## src/rtl/mem_burst_reader_pkg.sv

```systemverilog
// Shared types for the burst reader: FSM state encoding and the burst
// descriptor latched when a request is accepted.
package MemPkg;

  typedef enum logic [1:0] {
    IDLE  = 2'd0,
    ISSUE = 2'd1,
    DRAIN = 2'd2
  } state_t;

  // Descriptor fields are sized for the widest supported configuration
  // (ADDR_SIZE <= 64, LEN_SIZE <= 32); the reader narrows them on load.
  localparam int DESC_ADDR_W = 64;
  localparam int DESC_LEN_W  = 32;

  typedef struct packed {
    logic [DESC_ADDR_W-1:0] addr;
    logic [DESC_LEN_W-1:0]  count;
  } burst_desc_t;

  function automatic burst_desc_t make_desc(input logic [DESC_ADDR_W-1:0] a,
                                            input logic [DESC_LEN_W-1:0]  c);
    burst_desc_t d;
    d.addr  = a;
    d.count = c;
    return d;
  endfunction

endpackage

```

## src/rtl/mem_burst_reader_fifo.sv

```systemverilog
// Synchronous FIFO buffering read responses toward the output stream.
// Simultaneous push/pop is legal at any fill level; no write-to-read bypass.
module sync_fifo #(
  parameter int WIDTH = 8,
  parameter int DEPTH = 4
) (
  input  logic                       clk,
  input  logic                       rst,
  input  logic                       wr_en,
  input  logic [WIDTH-1:0]           wr_data,
  input  logic                       rd_en,
  output logic [WIDTH-1:0]           rd_data,
  output logic                       empty,
  output logic [$clog2(DEPTH):0]     count
);
  localparam int AW = $clog2(DEPTH);
  localparam int CW = AW + 1;

  logic [WIDTH-1:0] mem_q [DEPTH];
  logic [AW-1:0]    wr_ptr_q, wr_ptr_d;
  logic [AW-1:0]    rd_ptr_q, rd_ptr_d;
  logic [CW-1:0]    count_q, count_d;
  logic             full, push, pop;

  assign empty   = (count_q == '0);
  assign full    = (count_q == CW'(DEPTH));
  assign count   = count_q;
  // Head word shown only while valid so the output reads zero when empty.
  assign rd_data = empty ? '0 : mem_q[rd_ptr_q];

  // A pop frees the slot this cycle, so a full FIFO may still accept a push.
  assign push = wr_en && (!full || rd_en);
  assign pop  = rd_en && !empty;

  // Pointer and occupancy update.
  always_comb begin
    wr_ptr_d = wr_ptr_q;
    rd_ptr_d = rd_ptr_q;
    count_d  = count_q;
    if (push) wr_ptr_d = wr_ptr_q + AW'(1);
    if (pop)  rd_ptr_d = rd_ptr_q + AW'(1);
    case ({push, pop})
      2'b10:   count_d = count_q + CW'(1);
      2'b01:   count_d = count_q - CW'(1);
      default: count_d = count_q;
    endcase
  end

  // Control state registers.
  always_ff @(posedge clk) begin
    if (rst) begin
      wr_ptr_q <= '0;
      rd_ptr_q <= '0;
      count_q  <= '0;
    end else begin
      wr_ptr_q <= wr_ptr_d;
      rd_ptr_q <= rd_ptr_d;
      count_q  <= count_d;
    end
  end

  // Storage; contents are don't-care until written.
  always_ff @(posedge clk) begin
    if (push) mem_q[wr_ptr_q] <= wr_data;
  end

endmodule

```

## src/rtl/mem_burst_reader.sv

```systemverilog
// Burst memory reader: issues word_count reads from start_addr onward,
// limited by credit so every response has a guaranteed FIFO slot, and
// streams responses out in issue order.
module mem_burst_reader
  import MemPkg::*;
#(
  parameter int WORD_SIZE   = 1,
  parameter int ADDR_SIZE   = 32,
  parameter int LEN_SIZE    = 16,
  parameter int ADDR_STRIDE = 1,
  parameter int FIFO_DEPTH  = 4
) (
  input  logic                   clk,
  input  logic                   rst,
  input  logic                   start,
  input  logic [ADDR_SIZE-1:0]   start_addr,
  input  logic [LEN_SIZE-1:0]    word_count,
  output logic                   busy,
  output logic                   done,
  output logic                   read_en,
  output logic [ADDR_SIZE-1:0]   addr,
  input  logic [WORD_SIZE*8-1:0] read_data,
  input  logic                   data_ready,
  output logic                   out_valid,
  input  logic                   out_ready,
  output logic [WORD_SIZE*8-1:0] out_data,
  output logic                   proto_err
);
  localparam int CW = $clog2(FIFO_DEPTH) + 1;

  state_t                state_q, state_d;
  logic [ADDR_SIZE-1:0]  addr_q, addr_d;
  logic [LEN_SIZE-1:0]   rem_q, rem_d;
  logic [CW-1:0]         outst_q, outst_d;
  logic                  done_q, done_d;
  logic                  perr_q, perr_d;

  burst_desc_t           req_desc;
  logic [CW-1:0]         fifo_count;
  logic                  fifo_empty, fifo_wr, credit_ok, issue;

  assign req_desc = make_desc(DESC_ADDR_W'(start_addr), DESC_LEN_W'(word_count));

  // Words in flight plus words buffered must fit the FIFO before a new read.
  assign credit_ok = ({1'b0, fifo_count} + {1'b0, outst_q}) < (CW+1)'(FIFO_DEPTH);
  assign issue     = (state_q == ISSUE) && (rem_q != '0) && credit_ok;
  // A response with nothing outstanding is a protocol error and is dropped.
  assign fifo_wr   = data_ready && (outst_q != '0);

  assign busy      = (state_q != IDLE);
  assign done      = done_q;
  assign read_en   = issue;
  assign addr      = addr_q;
  assign out_valid = !fifo_empty;
  assign proto_err = perr_q;

  // Next-state, address/remaining bookkeeping and completion pulse.
  always_comb begin
    state_d = state_q;
    addr_d  = addr_q;
    rem_d   = rem_q;
    done_d  = 1'b0;
    perr_d  = perr_q | (data_ready && (outst_q == '0));
    case (state_q)
      IDLE: begin
        if (start) begin
          if (word_count != '0) begin
            state_d = ISSUE;
            addr_d  = ADDR_SIZE'(req_desc.addr);
            rem_d   = LEN_SIZE'(req_desc.count);
          end else begin
            done_d  = 1'b1;
          end
        end
      end
      ISSUE: begin
        if (issue) begin
          addr_d = addr_q + ADDR_SIZE'(ADDR_STRIDE);
          rem_d  = rem_q - LEN_SIZE'(1);
          if (rem_q == LEN_SIZE'(1)) state_d = DRAIN;
        end
      end
      DRAIN: begin
        if ((outst_q == '0) && fifo_empty) begin
          state_d = IDLE;
          done_d  = 1'b1;
        end
      end
      default: state_d = IDLE;
    endcase
  end

  // Outstanding-read counter: issue adds, accepted response removes.
  always_comb begin
    outst_d = outst_q;
    case ({issue, fifo_wr})
      2'b10:   outst_d = outst_q + CW'(1);
      2'b01:   outst_d = outst_q - CW'(1);
      default: outst_d = outst_q;
    endcase
  end

  // State registers; reset aborts any burst in progress.
  always_ff @(posedge clk) begin
    if (rst) begin
      state_q <= IDLE;
      addr_q  <= '0;
      rem_q   <= '0;
      outst_q <= '0;
      done_q  <= 1'b0;
      perr_q  <= 1'b0;
    end else begin
      state_q <= state_d;
      addr_q  <= addr_d;
      rem_q   <= rem_d;
      outst_q <= outst_d;
      done_q  <= done_d;
      perr_q  <= perr_d;
    end
  end

  sync_fifo #(
    .WIDTH (WORD_SIZE*8),
    .DEPTH (FIFO_DEPTH)
  ) u_fifo (
    .clk     (clk),
    .rst     (rst),
    .wr_en   (fifo_wr),
    .wr_data (read_data),
    .rd_en   (out_ready),
    .rd_data (out_data),
    .empty   (fifo_empty),
    .count   (fifo_count)
  );

endmodule
```

## config.mk

```make
export PLATFORM = sky130hd
export DESIGN_NAME = mem_burst_reader
export DESIGN_NICKNAME = d
export VERILOG_FILES = /design/src/rtl/mem_burst_reader_pkg.sv /design/src/rtl/mem_burst_reader_fifo.sv /design/src/rtl/mem_burst_reader.sv
export SDC_FILE = /design/constraint.sdc
export NUM_CORES = 1
export LEC_CHECK = 0
export ABC_AREA = 1
export CAP_MARGIN = 20
export CORE_ASPECT_RATIO = 0.7
export CORE_MARGIN = 3
export CORE_UTILIZATION = 30
export DETAILED_ROUTE_END_ITERATION = 7
export SLEW_MARGIN = 25
export SYNTH_ARGS = -nofsm -noshare
export SYNTH_HDL_FRONTEND = slang
export SYNTH_HIERARCHICAL = 1
export SYNTH_SLANG_ARGS = --single-unit
```

## constraint.sdc

```tcl
create_clock -name clk -period 2.31 [get_ports clk]
set_clock_uncertainty 0.05 [all_clocks]
set_input_delay 0.231 -clock clk [delete_from_list [all_inputs] [get_ports clk]]
set_output_delay 0.231 -clock clk [all_outputs]
set_load 0.1 [all_outputs]
```

Word level (Yosys, flattened, before mapping)
Memory sizes are Yosys's and may differ from the RTL's. A register that Yosys moved wholly into a read port is not among the register bits.
Cells that the tools add are included.
{ "word_totals": {"regBits": 62, "mem_bits_rw": 32, "inputBits": 61, "out_inout_bits": 45, "wordCells": 81, "mem_count": 1} }
{ "classes": {"add_sub_neg": 9, "order_cmp": 1, "n_eq_ne": 13, "mux": 25, "bitwise_logic": 1, "reduce_logical": 22} }
{ "memory_table": {"columns": ["name", "depth", "word_bits", "read_ports", "rd_ports_with_merged_regs", "wr", "line", "text"], "rows": [
  ["u_fifo.mem_q", 4, 8, 1, 1, 1, "mem_burst_reader_fifo.sv:19", "logic [WIDTH-1:0] mem_q [DEPTH];"]
]} }
{ "ops": {"columns": ["cell", "n"], "rows": [
  ["32-bit 2-to-1 mux", 3],
  ["32-bit one-hot mux with 2 select lines", 1],
  ["16-bit 2-to-1 mux", 3],
  ["32-bit by 1-bit adder with 32-bit output (second input constant)", 1],
  ["16-bit one-hot mux with 2 select lines", 1],
  ["16-bit nonzero test", 2],
  ["16-bit by 1-bit == test with 1-bit output (second input constant)", 1],
  ["16-bit by 1-bit subtractor with 16-bit output (second input constant)", 1],
  ["2-bit 2-to-1 mux", 7],
  ["3-bit one-hot mux with 2 select lines", 2],
  ["8-bit 2-to-1 mux", 1],
  ["2-bit inequality test (second input constant)", 4],
  ["2-bit nonzero test", 4],
  ["1-bit logical AND", 7],
  ["3-bit by 1-bit adder with 3-bit output (second input constant)", 2],
  ["2-bit by 1-bit == test with 1-bit output (second input constant)", 3],
  ["2-bit == test (second input constant)", 3],
  ["3-bit logical NOT", 2],
  ["2-bit one-hot mux with 3 select lines", 1],
  ["3-bit by 1-bit subtractor with 3-bit output (second input constant)", 2],
  ["1-bit 2-to-1 mux", 5],
  ["5-bit AND reduction", 1],
  ["2-bit by 1-bit adder with 2-bit output (second input constant)", 2],
  ["3-bit by 3-bit adder with 4-bit output", 1],
  ["other kinds (10)", 11]
]} }

Longest topological paths before layout
Gate-level depths: netlist (run 1).
{ "logic_depth": {"ltp_word": 6, "depth_mapped": 13} }

Hierarchy
Netlist (run 1), hierarchy kept.
{ "by_module_without_submodules": {"columns": ["mod", "n_inst", "cells_per_inst", "area_per_inst_um2", "seq_area_each_um2"], "rows": [
  ["mem_burst_reader", 1, 686, 3920.0, 1101.1],
  ["sync_fifo", 1, 167, 1747.9, 1141.1]
]} }

Least setup slack after synthesis (run 1)
Ideal clock, no wire load.
{ "synth_timing": {"path_type": "reg-to-output", "from": "reg with a tool-made name", "to": "out out_data[1]", "arrival_ns": 2.191, "setup_slack_ns": -0.162, "path_stages_with_launch": 7, "n_path_buf": 2, "path_cell_list": "dfxtp_1 -> buf_6 -> buf_8 -> nor2_1 -> nor2_1 -> o21ai_1 -> a21oi_1"} }
{ "synth_rtl": {"columns": ["item", "line", "text"], "rows": [
  ["to (decl)", "mem_burst_reader.sv:26", "output logic [WORD_SIZE*8-1:0] out_data,"]
]} }

Worst setup path in the final report (run 1)
{ "layout_timing": {"from": "reg outst_q[2]", "to": "reg u_fifo.count_q[2] (netlist: u_fifo/count[2])"} }
{ "layout_via": {"elab_chain_cells": 5, "word_cells_on_any_way": 7} }
{ "layout_lines": {"columns": ["item", "line", "text"], "rows": [
  ["from (decl)", "mem_burst_reader.sv:34", "logic [CW-1:0] outst_q, outst_d;"],
  ["from (signal assigned)", "mem_burst_reader.sv:116", "outst_q <= outst_d;"],
  ["3-bit nonzero test *", "mem_burst_reader.sv:48", "assign fifo_wr = data_ready && (outst_q != '0);"],
  ["1-bit logical AND *", "mem_burst_reader.sv:48", null],
  ["named net fifo_wr", "mem_burst_reader.sv:40", "logic fifo_empty, fifo_wr, credit_ok, issue;"],
  ["1-bit logical AND *", "mem_burst_reader_fifo.sv:32", "assign push = wr_en && (!full || rd_en);"],
  ["2-bit by 1-bit == test with 1-bit output or 2-bit == test (tied branches)", "mem_burst_reader_fifo.sv:42", "case ({push, pop})"],
  ["3-bit one-hot mux with 2 select lines or 2-bit nonzero test (tied branches)", null, null],
  ["to (signal assigned)", "mem_burst_reader_fifo.sv:58", "count_q <= count_d;"],
  ["to (decl)", "mem_burst_reader_fifo.sv:22", "logic [CW-1:0] count_q, count_d;"]
]} }
The timed path passes the listed nets; every way through them passes the cells marked *.
A chain may end at the register's enable or synchronous reset.

==> qor.tcl, run 1 <==
set qor(worst_path_arrival_ps) 2330
set qor(grt_pass1_vias) 5260
set qor(finalPower_uw) 11500
set qor(clock_tree_from_tritoncts) {built}
set qor(maxClockFrequency_mhz) 469
set qor(endpoint_kind) {flop}
set qor(synth_cells) 853
set qor(layout.cells.non_filler) 1217
set qor(post_route_cells_drive_above_1_share_pct) 13.0
set qor(dominant_combinational_cell_family_by_area_after_synthesis) {simple AND/OR/NAND/NOR gates}
set qor(proportion_of_synthesized_chip_area_in_sequential_cells_pct) 39.6
set qor(cts_hold_buffers) 0
set qor(synth-simple-area-share_pct) 36.5
set qor(ys_warns) 6
set qor(max_slew.worst_pin.slew_ps) 616
set qor(area.growth.synth_to_final_pct) 32.1
set qor(die_h_um) 121
set qor(postSynth.asyncResetShare_pct) 0
set qor(grt_residual_overflow) 0
set qor(post_cts.repair.setup_buffers) 0
set qor(n_antenna_cell) 0
set qor(routed_length_per_placed_instance_um) 14.0
set qor(synth_compound_area_share_pct) 12.5
set qor(cp-start-kind) {flop}
set qor(die-area_um2) 20600
set qor(post_synth_main_area_contributors) {sky130_fd_sc_hd__dfxtp_1 (23%), sky130_fd_sc_hd__edfxtp_1 (17%), sky130_fd_sc_hd__nand2_1 (15%)}
set qor(yosys.cell_count.top_type) {sky130_fd_sc_hd__nand2_1}
set qor(netlist_top_cells_count) {sky130_fd_sc_hd__nand2_1 (222), sky130_fd_sc_hd__nor2_1 (199), sky130_fd_sc_hd__dfxtp_1 (64), sky130_fd_sc_hd__inv_1 (62), sky130_fd_sc_hd__a21oi_1 (50)}
set qor(power_leakage_uw) 0.00309
set qor(critical_path_class) {flop to flop}
set qor(route.antenna.remaining_nets) 0
set qor(place.detailed.instances) 1202
set qor(detailed_place_hpwl_um) 12400
set qor(required_ps) 2510
set qor(power.ir.vdd_worst_uv) 745
set qor(floorplan.core_area_um2) 18300
set qor(routed_wirelength_um) 17000
set qor(placementRows) 41
set qor(maxCapViolations) 0
set qor(floorplan.io_pins) 106
set qor(overall_die_width_um) 170
set qor(place_congestion) 0.868
set qor(drc) 0
set qor(timing.final.max_slew_violations) 0
set qor(synth_nets) 927
set qor(htree_levels) 3
set qor(final_setup_violation_count) 0
set qor(first_iter_violations) 528
set qor(result_of_the_run) {completed}
set qor(finalCritPeriodShare_pct) 92.3
set qor(fill_cells) 1909
set qor(syn_avg_cell_area_um2) 6.64
set qor(antenna_found_initial) 0
set qor(start_util_pct) 31.0
set qor(worstSkewPairLatency_ps) 350
set qor(power_per_cell_area_nw_per_um2) 1540
set qor(final_core_utilization_pct) 41.0
set qor(clkSlewWorstSetupHoldPaths_ps) 60
set qor(total_vias_in_the_final_route) 5772
set qor(routed_via_density) 4.74
set qor(nets) 1052
set qor(numPortBuffers) 105
set qor(synth_top_cell_by_area) {sky130_fd_sc_hd__dfxtp_1}
set qor(count_of_tritonroute_iterations_in_the_first_routing_pass) 7
set qor(numCtsBuffers) 9
set qor(summed_negative_setup_slack_over_all_endpoints_ps) 0
set qor(wire_length_of_the_first_global_routing_pass_um) 27500
set qor(ctsLongestPathBuffers) 2
set qor(post_synthesis_share_of_cell_area_spent_on_full_adders_half_adders_and_majority_gates_pct) 3.13
set qor(post_synth_mux_area_share_pct) 0
set qor(grt_setup_unrepaired) {false}
set qor(mappedNetlistArea_um2) 5670
set qor(synth.lib_cells_used.distinct) 35
set qor(groute.usage.overall_pct) 16.8
set qor(numClockSinks) 96
set qor(number_of_enable_flip_flop_cells_after_synthesis) 32
set qor(final_hold_viol_count) 0
set qor(grt_start_max_net_pins) 52
set qor(largest_fanout_on_the_critical_path) 5
set qor(slew_headroom_pct) 58.9
set qor(timing.hold.worst.class) {flop to flop}
set qor(postSynthRegisterBits) 96
set qor(finalCriticalPeriod_ps) 2130
set qor(cts-root-buf) {sky130_fd_sc_hd__clkbuf_16}
set qor(postSynth.topFlopCell) {sky130_fd_sc_hd__dfxtp_1}
set qor(post_synth_xor_area_fraction_pct) 1.24
set qor(post-synth-top-area-fraction_pct) 22.6
power by group:
part | internal [uW] | total [uW] | switching (uW) | leakage (uW)
Combinational | 2180 | 7290 | 5110 | 0.00215
Clock | 724 | 1340 | 617 | 0.000128
Sequential | 2270 | 2860 | 587 | 0.000819
Total | 5180 | 11500 | 6310 | 0.00309
per-stage QoR:
| step | instance area [um^2] | setup slack (ps) | hold slack [ps] |
|---|---|---|---|
| after floorplan | 5670 | -162 | 250 |
| after global placement | 7180 | 1.66 | 398 |
| after detailed placement | 7180 | -18.3 | 408 |
| after CTS | 7440 | 37.6 | 423 |
| after global routing | 7480 | 12.9 | 437 |
| final | 7480 | 177 | 420 |
cell families after synthesis:
family	Yosys count
buf+inv	94
fa+ha+maj	13
compound gates	137
simple gates	505
xor+xnor	8
flops	96
cell usage in the layout (no fill, tap or decap), drive strengths merged, types with 3 or more instances in the layout:
cell,synthesis,routed
inv,64,64
a21oi,50,50
clkbuf,14,12
nand3b,11,11
nand3,46,46
nor3,7,7
edfxtp,32,32
buf,14,81
clkdlybuf4s50,0,60
xnor2,5,5
ha,11,11
clkinv,2,3
nand2,224,224
or2,10,10
o21ai,78,78
o21bai,3,3
nor2,201,202
nand4,4,4
xor2,3,3
dfxtp,64,64
area by class of cell:
type	count	area (um^2)	share of cell area (%)
clock buffer	12	239	3.19
clock inverter	2	10.0	0.134
inverter	66	251	3.36
multi-input combinational	664	3070	41.0
sequential	96	2240	30.0
tap	236	295	3.95
timing repair buffer	141	1380	18.4
flip-flops by register name (all words and copies together) (netlist names), named ones only:
signal           flops
proto_err            1
u_fifo/mem_q        32
u_fifo/wr_ptr_q      2
outst_q              3
state_q              2
u_fifo/count         3
addr                32
u_fifo/rd_ptr_q      2
rem_q               16
done                 1
repair_timing:
item,in CTS,in global routing
gates cloned,0,1
pin swaps,0,3
endpoints found under the setup margin,1,24
resized for setup,3,15
routing by layer:
| layer | routed length [um] | track usage, % | vias to the layer above |
|---|---|---|---|
| met5 | 0 | 0 | - |
| met4 | 112 | 2.58 | 0 |
| met3 | 1180 | 3.94 | 9 |
| met2 | 7020 | 24.2 | 193 |
| met1 | 8680 | 25.8 | 2573 |
| li1 | - | - | 2997 |
critical path: stages (launching register included):
cell and delay (ps):
sky130_fd_sc_hd__dfxtp_1 310, sky130_fd_sc_hd__buf_4 130, sky130_fd_sc_hd__nor3_1 240, sky130_fd_sc_hd__nor2_1 100, sky130_fd_sc_hd__buf_4 160, sky130_fd_sc_hd__nand2_1 80, sky130_fd_sc_hd__ha_1 170, sky130_fd_sc_hd__inv_1 60
sky130_fd_sc_hd__fa_1 380, sky130_fd_sc_hd__inv_1 60, sky130_fd_sc_hd__nand2_1 50, sky130_fd_sc_hd__nand3_1 80, sky130_fd_sc_hd__nand2_1 60, sky130_fd_sc_hd__nand2_1 50, sky130_fd_sc_hd__nor2_1 40
path summary, 6_finish.rpt:
check | end | from | cells after the start | slack, ps
setup / recovery | u_fifo/count[2]$_SDFFE_PP0P_ | outst_q[2]$_SDFFE_PP0P_ | 14 | 180
hold / removal | proto_err$_SDFF_PP0_ | proto_err$_SDFF_PP0_ | 2 | 420
setup reg to reg | u_fifo/count[2]$_SDFFE_PP0P_ | outst_q[2]$_SDFFE_PP0P_ | 14 | 180
hold reg to reg | proto_err$_SDFF_PP0_ | proto_err$_SDFF_PP0_ | 2 | 420
Note: power is estimated with default switching activity, not from simulation.
==> run 2: changes to the inputs <==
--- a/config.mk
+++ b/config.mk
@@ -6,11 +6,14 @@
 export NUM_CORES = 1
 export LEC_CHECK = 0
 export ABC_AREA = 1
+export ABC_CLOCK_PERIOD_IN_PS = 2310
 export CAP_MARGIN = 20
 export CORE_ASPECT_RATIO = 0.7
 export CORE_MARGIN = 3
 export CORE_UTILIZATION = 30
+export CTS_CLUSTER_SIZE = 40
 export DETAILED_ROUTE_END_ITERATION = 7
+export PLACE_DENSITY_LB_ADDON = 0.05
 export SLEW_MARGIN = 25
 export SYNTH_ARGS = -nofsm -noshare
 export SYNTH_HDL_FRONTEND = slang
==> run 2 against run 1 <==
Final cell count did not move. Hold slack got worse by 13 ps. Die area did not move. Critical path depth fell by 1. Routed wire length rose by 6.8%.
==> qor.tcl, run 2 (synthesis gave the netlist of run 1 again) <==
set qor(final_common_cell) {sky130_fd_sc_hd__nand2_1}
set qor(groute.usage.overall_pct) 17.8 ;# +1.0 points
set qor(numPortBuffers) 105 ;# unchanged
set qor(drc) 0 ;# unchanged
set qor(max_slew.worst_pin.slew_ps) 480 ;# -136 ps
set qor(antenna_found_initial) 0 ;# unchanged
set qor(whs_ps) 408 ;# -12.6 ps
set qor(layout_setup_ws_ps) 124 ;# -52.9 ps
set qor(nets) 1050 ;# -0.19%
set qor(start_util_pct) 31.0 ;# unchanged
set qor(place_congestion) 0.845 ;# -2.7%
set qor(largest_fanout_on_the_critical_path) 3 ;# -2
set qor(floorplan.core_area_um2) 18300 ;# unchanged
set qor(finalPower_uw) 11700 ;# +1.8%
set qor(slew_headroom_pct) 68.0 ;# +9.1 points
set qor(worst_path_arrival_ps) 2370 ;# +40 ps
set qor(power_per_cell_area_nw_per_um2) 1560 ;# +1.8%
set qor(seqCellArea_um2) 2240 ;# unchanged
set qor(ctsLongestPathBuffers) 2 ;# unchanged
set qor(first_iter_violations) 420 ;# -20%
set qor(detailed_place_hpwl_um) 13400 ;# +7.6%
set qor(critical_path_class) {flop to flop}
set qor(routed_length_per_placed_instance_um) 14.9 ;# +6.8%
set qor(grt_pass1_vias) 5311 ;# +0.97%
set qor(grt_start_max_net_pins) 43 ;# -17%
set qor(total_vias_in_the_final_route) 5700 ;# -1.2%
set qor(routed_via_density) 4.68 ;# -1.2%
set qor(grt_residual_overflow) 0 ;# unchanged
set qor(timing.final.max_slew_violations) 0 ;# unchanged
set qor(final_cell_mix) {sky130_fd_sc_hd__nand2_1 (220), sky130_fd_sc_hd__nor2_1 (198), sky130_fd_sc_hd__buf_4 (66)}
set qor(worstSkewPairLatency_ps) 360 ;# about the same
set qor(final_setup_violation_count) 0 ;# unchanged
set qor(die-area_um2) 20600 ;# unchanged
set qor(hold_path_end) {proto_err$_SDFF_PP0_}
set qor(numCtsBuffers) 9 ;# unchanged
set qor(cp-start-kind) {flop}
set qor(clock_tree_from_tritoncts) {built}
set qor(fill_cells) 1952 ;# +2.3%
set qor(summed_negative_setup_slack_over_all_endpoints_ps) 0 ;# unchanged
set qor(worst_reg_to_reg_cells) 13 ;# -1
set qor(reg2reg_setup_slack_ps) 120 ;# -50 ps
set qor(routed_wirelength_um) 18200 ;# +6.8%
set qor(htree_levels) 3 ;# unchanged
set qor(post_route_cells_drive_above_1_share_pct) 12.1 ;# -0.92 points
set qor(finalCritPeriodShare_pct) 94.6 ;# +2.3 points
set qor(maxCapViolations) 0 ;# unchanged
set qor(floorplan.io_pins) 106 ;# unchanged
set qor(clkSlewWorstSetupHoldPaths_ps) 70 ;# about the same
set qor(power_leakage_uw) 0.00309 ;# about the same
set qor(overall_die_width_um) 170 ;# unchanged
set qor(r2r_end) {outst_q[2]$_SDFFE_PP0P_}
set qor(final_hold_viol_count) 0 ;# unchanged
set qor(dpl_worst_slack_ps) -27.8 ;# -9.54 ps
set qor(cts_hold_buffers) 0 ;# unchanged
set qor(cts-root-buf) {sky130_fd_sc_hd__clkbuf_16}
set qor(die_h_um) 121 ;# unchanged
set qor(hp-start) {proto_err$_SDFF_PP0_}
set qor(grt_setup_unrepaired) {true}
set qor(count_of_tritonroute_iterations_in_the_first_routing_pass) 4 ;# -3
set qor(power.ir.vdd_worst_uv) 1120 ;# +50%
set qor(n_antenna_cell) 0 ;# unchanged
set qor(finalCriticalPeriod_ps) 2190 ;# +52.9 ps
set qor(route.antenna.remaining_nets) 0 ;# unchanged
set qor(result_of_the_run) {completed}
set qor(maxClockFrequency_mhz) 458 ;# -2.4%
set qor(timing.hold.worst.class) {flop to flop}
set qor(holdPathStages) 2 ;# unchanged
set qor(required_ps) 2490 ;# -20 ps
set qor(wire_length_of_the_first_global_routing_pass_um) 28900 ;# +5.3%
set qor(multi_input_logic_area_um2) 3040 ;# -1.0%
set qor(area.growth.synth_to_final_pct) 32.0 ;# about the same
set qor(endpoint_kind) {flop}
set qor(startpoint_of_the_most_critical_register_to_register_path) {rem_q[1]$_SDFFE_PP0P_}
set qor(numClockSinks) 96 ;# unchanged
set qor(placementRows) 41 ;# unchanged
==> run 2: how the worst max path moves through the flow <==
| stage | start | endpoint | cells after the start | slack, ps |
|---|---|---|---|---|
| after floorplan | flop | out_data[1] | 6 | -160 |
| after global placement | rem_q[1]$_SDFFE_PP0P_ | outst_q[2]$_SDFFE_PP0P_ | 13 | 5 |
| after detailed placement | rem_q[1]$_SDFFE_PP0P_ | outst_q[2]$_SDFFE_PP0P_ | 13 | -30 |
| after CTS | rem_q[1]$_SDFFE_PP0P_ | outst_q[2]$_SDFFE_PP0P_ | 13 | 20 |
| after global routing | rem_q[1]$_SDFFE_PP0P_ | outst_q[2]$_SDFFE_PP0P_ | 13 | -30 |
| final | rem_q[1]$_SDFFE_PP0P_ | outst_q[2]$_SDFFE_PP0P_ | 13 | 120 |
==> run 2: area by class of cell <==
cell class | count | share of cell area [%]
well taps | 236 | 3.95
multi-input cells | 663 | 40.6
repair buffers | 140 | 18.3
inverters | 66 | 3.31
clock inverters | 7 | 0.820
flip-flops and latches | 96 | 30.0
clock buffers | 9 | 3.01
==> run 2: stage by stage <==
stage | util (%) | instances | cell area, um^2
floorplan | - | 853 | 5670
global placement | 39.2 | 1200 | 7170
detailed placement | 39.2 | 1200 | 7170
CTS | 40.8 | 1216 | 7460
global route | 41.0 | 1217 | 7480
finish | 41.0 | 1217 | 7480
==> run 2: per-layer routing <==
layer | up-vias | GRT usage (%) | wire length [um]
met1 | 2558 | 28.1 | 10100
met3 | 12 | 3.32 | 830
met2 | 132 | 24.6 | 7020
met4 | 0 | 4.31 | 174
li1 | 2998 | - | -
met5 | - | 0 | 0
==> run 2: where the power goes <==
part           internal [uW]  leakage (uW)  switching (uW)  total, uW
logic                   2240       0.00214            5160       7390
registers               2270      0.000819             559       2830
clock network            750      0.000135             726       1480
==> run 2: critical path, stage by stage (launching register included) <==
cell                      delay (ps)
sky130_fd_sc_hd__dfxtp_1         310
sky130_fd_sc_hd__inv_1            90
sky130_fd_sc_hd__ha_2            200
sky130_fd_sc_hd__nand2_1         110
sky130_fd_sc_hd__nor2_4          140
sky130_fd_sc_hd__nand2_2          90
sky130_fd_sc_hd__nand2_2          70
sky130_fd_sc_hd__ha_1            140
sky130_fd_sc_hd__inv_1            50
sky130_fd_sc_hd__fa_1            370
sky130_fd_sc_hd__a21oi_1         140
sky130_fd_sc_hd__o21ai_0         110
sky130_fd_sc_hd__o21ai_1         140
sky130_fd_sc_hd__a21oi_1          50
==> run 2: repair_timing <==
item                                    in CTS  in global routing
cloned                                       0                  0
pin swaps                                    0                  1
buffers inserted                             0                  1
endpoints found under the setup margin       1                 15
resized for setup                            1                  6
==> run 3: changes to the inputs <==
--- a/config.mk
+++ b/config.mk
@@ -14,6 +14,7 @@
 export CTS_CLUSTER_SIZE = 40
 export DETAILED_ROUTE_END_ITERATION = 7
 export PLACE_DENSITY_LB_ADDON = 0.05
+export REMOVE_ABC_BUFFERS = 1
 export SLEW_MARGIN = 25
 export SYNTH_ARGS = -nofsm -noshare
 export SYNTH_HDL_FRONTEND = slang
==> run 3 against run 2 <==
Routed wire length decreased by 3.8%. Final area is essentially flat. Maximum frequency increased by 2.7%. First-iteration DRC count is 9.3% lower. Final cell count is 0.25% lower. Die area stayed put. Critical path type unchanged. Register-to-register slack improved by 60 ps. Clock power is essentially flat. Hold slack worse by 0.61 ps. Sequential power about the same. Sequential cell count unchanged. Setup slack better by 58 ps.
==> qor.tcl, run 3 (synthesis gave the netlist of run 1 again) <==
set qor(finalPower_uw) 11700 ;# +0.13%
set qor(clock_tree_from_tritoncts) {built}
set qor(finalCriticalPeriod_ps) 2130 ;# -58.5 ps
set qor(numPortBuffers) 105 ;# unchanged
set qor(clkSlewWorstSetupHoldPaths_ps) 80 ;# about the same
set qor(routed_via_density) 4.60 ;# -1.9%
set qor(critical_path_class) {flop to flop}
set qor(register_share_of_total_power_pct) 24.4 ;# +0.2 points
set qor(routed_wirelength_um) 17500 ;# -3.8%
set qor(critical_path.cell_chain) {ha_1 -> and3_1 -> nor2_1 -> nand2_2 -> nand2_1 -> nand2_2 -> nor2_4 -> buf_12 -> o21ai_0 -> nand2_1 -> nor2_1}
set qor(floorplan.core_area_um2) 18300 ;# unchanged
set qor(grt_residual_overflow) 0 ;# unchanged
set qor(seqCellArea_um2) 2240 ;# about the same
set qor(groute.usage.overall_pct) 17.4 ;# -0.41 points
set qor(power_per_cell_area_nw_per_um2) 1570 ;# +0.19%
set qor(ctsLongestPathBuffers) 2 ;# unchanged
set qor(htree_levels) 3 ;# unchanged
set qor(cp-start-kind) {flop}
set qor(cts-root-buf) {sky130_fd_sc_hd__clkbuf_16}
set qor(final_cell_mix) {sky130_fd_sc_hd__nand2_1 (220), sky130_fd_sc_hd__nor2_1 (197), sky130_fd_sc_hd__dfxtp_1 (63), sky130_fd_sc_hd__buf_4 (63)}
set qor(drc) 0 ;# unchanged
set qor(post_route_cells_drive_above_1_share_pct) 12.3 ;# +0.14 points
set qor(busiest_grt_layer) {met1}
set qor(finalCritPeriodShare_pct) 92.1 ;# -2.5 points
set qor(dpl_worst_slack_ps) 26.6 ;# +54.3 ps
set qor(n_antenna_cell) 0 ;# unchanged
set qor(endpoint_kind) {flop}
set qor(critPathTopFamily) {simple AND/OR/NAND/NOR gates}
set qor(crit_path_max_incr_delay_ps) 340 ;# -30 ps
set qor(reg2reg_setup_slack_ps) 180 ;# +60 ps
set qor(final_common_cell) {sky130_fd_sc_hd__nand2_1}
set qor(numClockSinks) 96 ;# unchanged
set qor(grt_setup_unrepaired) {false}
set qor(layout_setup_ws_ps) 183 ;# +58.5 ps
set qor(routed_length_per_placed_instance_um) 14.4 ;# -3.5%
set qor(start_util_pct) 31.0 ;# unchanged
set qor(detailed_place_hpwl_um) 13000 ;# -2.8%
set qor(placementRows) 41 ;# unchanged
set qor(maxCapViolations) 0 ;# unchanged
set qor(multi_input_logic_area_um2) 3040 ;# +0.16%
set qor(dpl_cell_area_um2) 7150 ;# -0.28%
set qor(route.antenna.remaining_nets) 0 ;# unchanged
set qor(power.ir.vdd_worst_uv) 620 ;# -44%
set qor(antenna_found_initial) 0 ;# unchanged
set qor(grt_pass1_vias) 5336 ;# +0.47%
set qor(wire_length_of_the_first_global_routing_pass_um) 28400 ;# -1.8%
set qor(net-switching-power_uw) 6450 ;# +0.10%
set qor(met2_track_demand_over_resource_in_global_routing_pct) 25.7 ;# +1.1 points
set qor(comb_power_share_pct) 62.9 ;# -0.3 points
set qor(max_slew.worst_pin.slew_ps) 480 ;# -0.479 ps
set qor(numCtsBuffers) 9 ;# unchanged
set qor(p_clk_share_pct) 12.7 ;# about the same
set qor(count_of_tritonroute_iterations_in_the_first_routing_pass) 4 ;# unchanged
set qor(die-area_um2) 20600 ;# unchanged
set qor(place_congestion) 0.851 ;# +0.73%
set qor(required_ps) 2510 ;# +20 ps
set qor(area.growth.synth_to_final_pct) 31.9 ;# about the same
set qor(timing.critical_path.buf_inv) 1 ;# -1
set qor(post-route-cell-area_um2) 7470 ;# about the same
set qor(largest_fanout_on_the_critical_path) 26 ;# +23
set qor(grt_use_met1_pct) 26.1 ;# -2.0 points
set qor(final_setup_violation_count) 0 ;# unchanged
set qor(worst_path_arrival_ps) 2330 ;# -40 ps
set qor(timing.final.max_slew_violations) 0 ;# unchanged
set qor(grt_start_max_net_pins) 42 ;# -2.3%
set qor(power_leakage_uw) 0.00309 ;# -0.18%
set qor(floorplan.io_pins) 106 ;# unchanged
set qor(total_vias_in_the_final_route) 5579 ;# -2.1%
set qor(switching_share_pct) 55.0 ;# about the same
set qor(met3_grt_util_pct) 3.42 ;# +0.098 points
set qor(overall_die_width_um) 170 ;# unchanged
set qor(fill_cells) 1978 ;# +1.3%
set qor(die_h_um) 121 ;# unchanged
set qor(cts_hold_buffers) 0 ;# unchanged
set qor(result_of_the_run) {completed}
set qor(slew_headroom_pct) 68.0 ;# about the same
set qor(maxClockFrequency_mhz) 470 ;# +2.7%
set qor(int_pwr_uw) 5260 ;# +0.16%
set qor(worstSkewPairLatency_ps) 350 ;# about the same
set qor(first_iter_violations) 381 ;# -9.3%
set qor(nets) 1047 ;# -0.29%
set qor(final_hold_viol_count) 0 ;# unchanged
set qor(timing.critical_path.slowest_stage_cell) {sky130_fd_sc_hd__dfxtp_1}
set qor(timing.hold.worst.class) {flop to flop}
[run 3: cell types whose count changed in the layout (fill, tap and decap cells not counted), sizes merged]
cell      change
clkinv        +1
clkinvlp      -1
buf           -3
[run 3: metal layers]
layer,wire length (um),part of all wire [%]
met1,9410,54
met2,7110,41
met3,773,4.4
met4,172,0.98
met5,0,0
[run 3: final timing paths]
check                     startpoint              endpoint  cells past startpoint
min reg2reg     proto_err$_SDFF_PP0_  proto_err$_SDFF_PP0_                      2
max reg2reg  outst_q[1]$_SDFFE_PP0P_  addr[6]$_SDFFE_PP0P_                     11
min             proto_err$_SDFF_PP0_  proto_err$_SDFF_PP0_                      2
max          outst_q[1]$_SDFFE_PP0P_  addr[6]$_SDFFE_PP0P_                     11
[run 3: power by group through the flow]
stage / registers (uW) / clock network, uW / logic (uW)
after floorplan: 4440 / 0 / 3340
after global placement: 2890 / 0 / 7320
after detailed placement: 2880 / 0 / 7300
after CTS: 2840 / 1540 / 7330
after global routing: 2950 / 1590 / 8010
final: 2860 / 1480 / 7370
[run 3: per-stage QoR]
| step | std cells | util (%) | hold WS [ps] | setup TNS, ps |
|---|---|---|---|---|
| 6_report | 1214 | 40.9 | 407 | 0 |
| 4_1_cts | 1212 | 40.7 | 414 | 0 |
| 3_3_place_gp | 1196 | 39.1 | 398 | 0 |
| 3_5_place_dp | 1196 | 39.1 | 403 | 0 |
| 5_1_grt | 1214 | 40.9 | 440 | 0 |
| 2_1_floorplan | 825 | - | 250 | -18690 |
[run 3: cell type report]
class                   count  share of cell area (%)
multi-input cells         663                    40.7
clock buffers               9                    3.01
inverters                  66                    3.36
clock inverters             7                   0.837
well taps                 236                    3.95
repair buffers            137                    18.1
flip-flops and latches     96                    30.0
[run 3: worst reg2reg max path, cell delays in order (launching register included)]
cell,delay (ps)
sky130_fd_sc_hd__dfxtp_1,340
sky130_fd_sc_hd__ha_1,280
sky130_fd_sc_hd__and3_1,170
sky130_fd_sc_hd__nor2_1,140
sky130_fd_sc_hd__nand2_2,90
sky130_fd_sc_hd__nand2_1,130
sky130_fd_sc_hd__nand2_2,80
sky130_fd_sc_hd__nor2_4,300
sky130_fd_sc_hd__buf_12,230
sky130_fd_sc_hd__o21ai_0,120
sky130_fd_sc_hd__nand2_1,70
sky130_fd_sc_hd__nor2_1,40
[run 3: repair_timing]
action	CTS	global route
setup endpoints to repair	1	6
resized for setup	1	12
pin swaps	0	4
buffers inserted	0	2
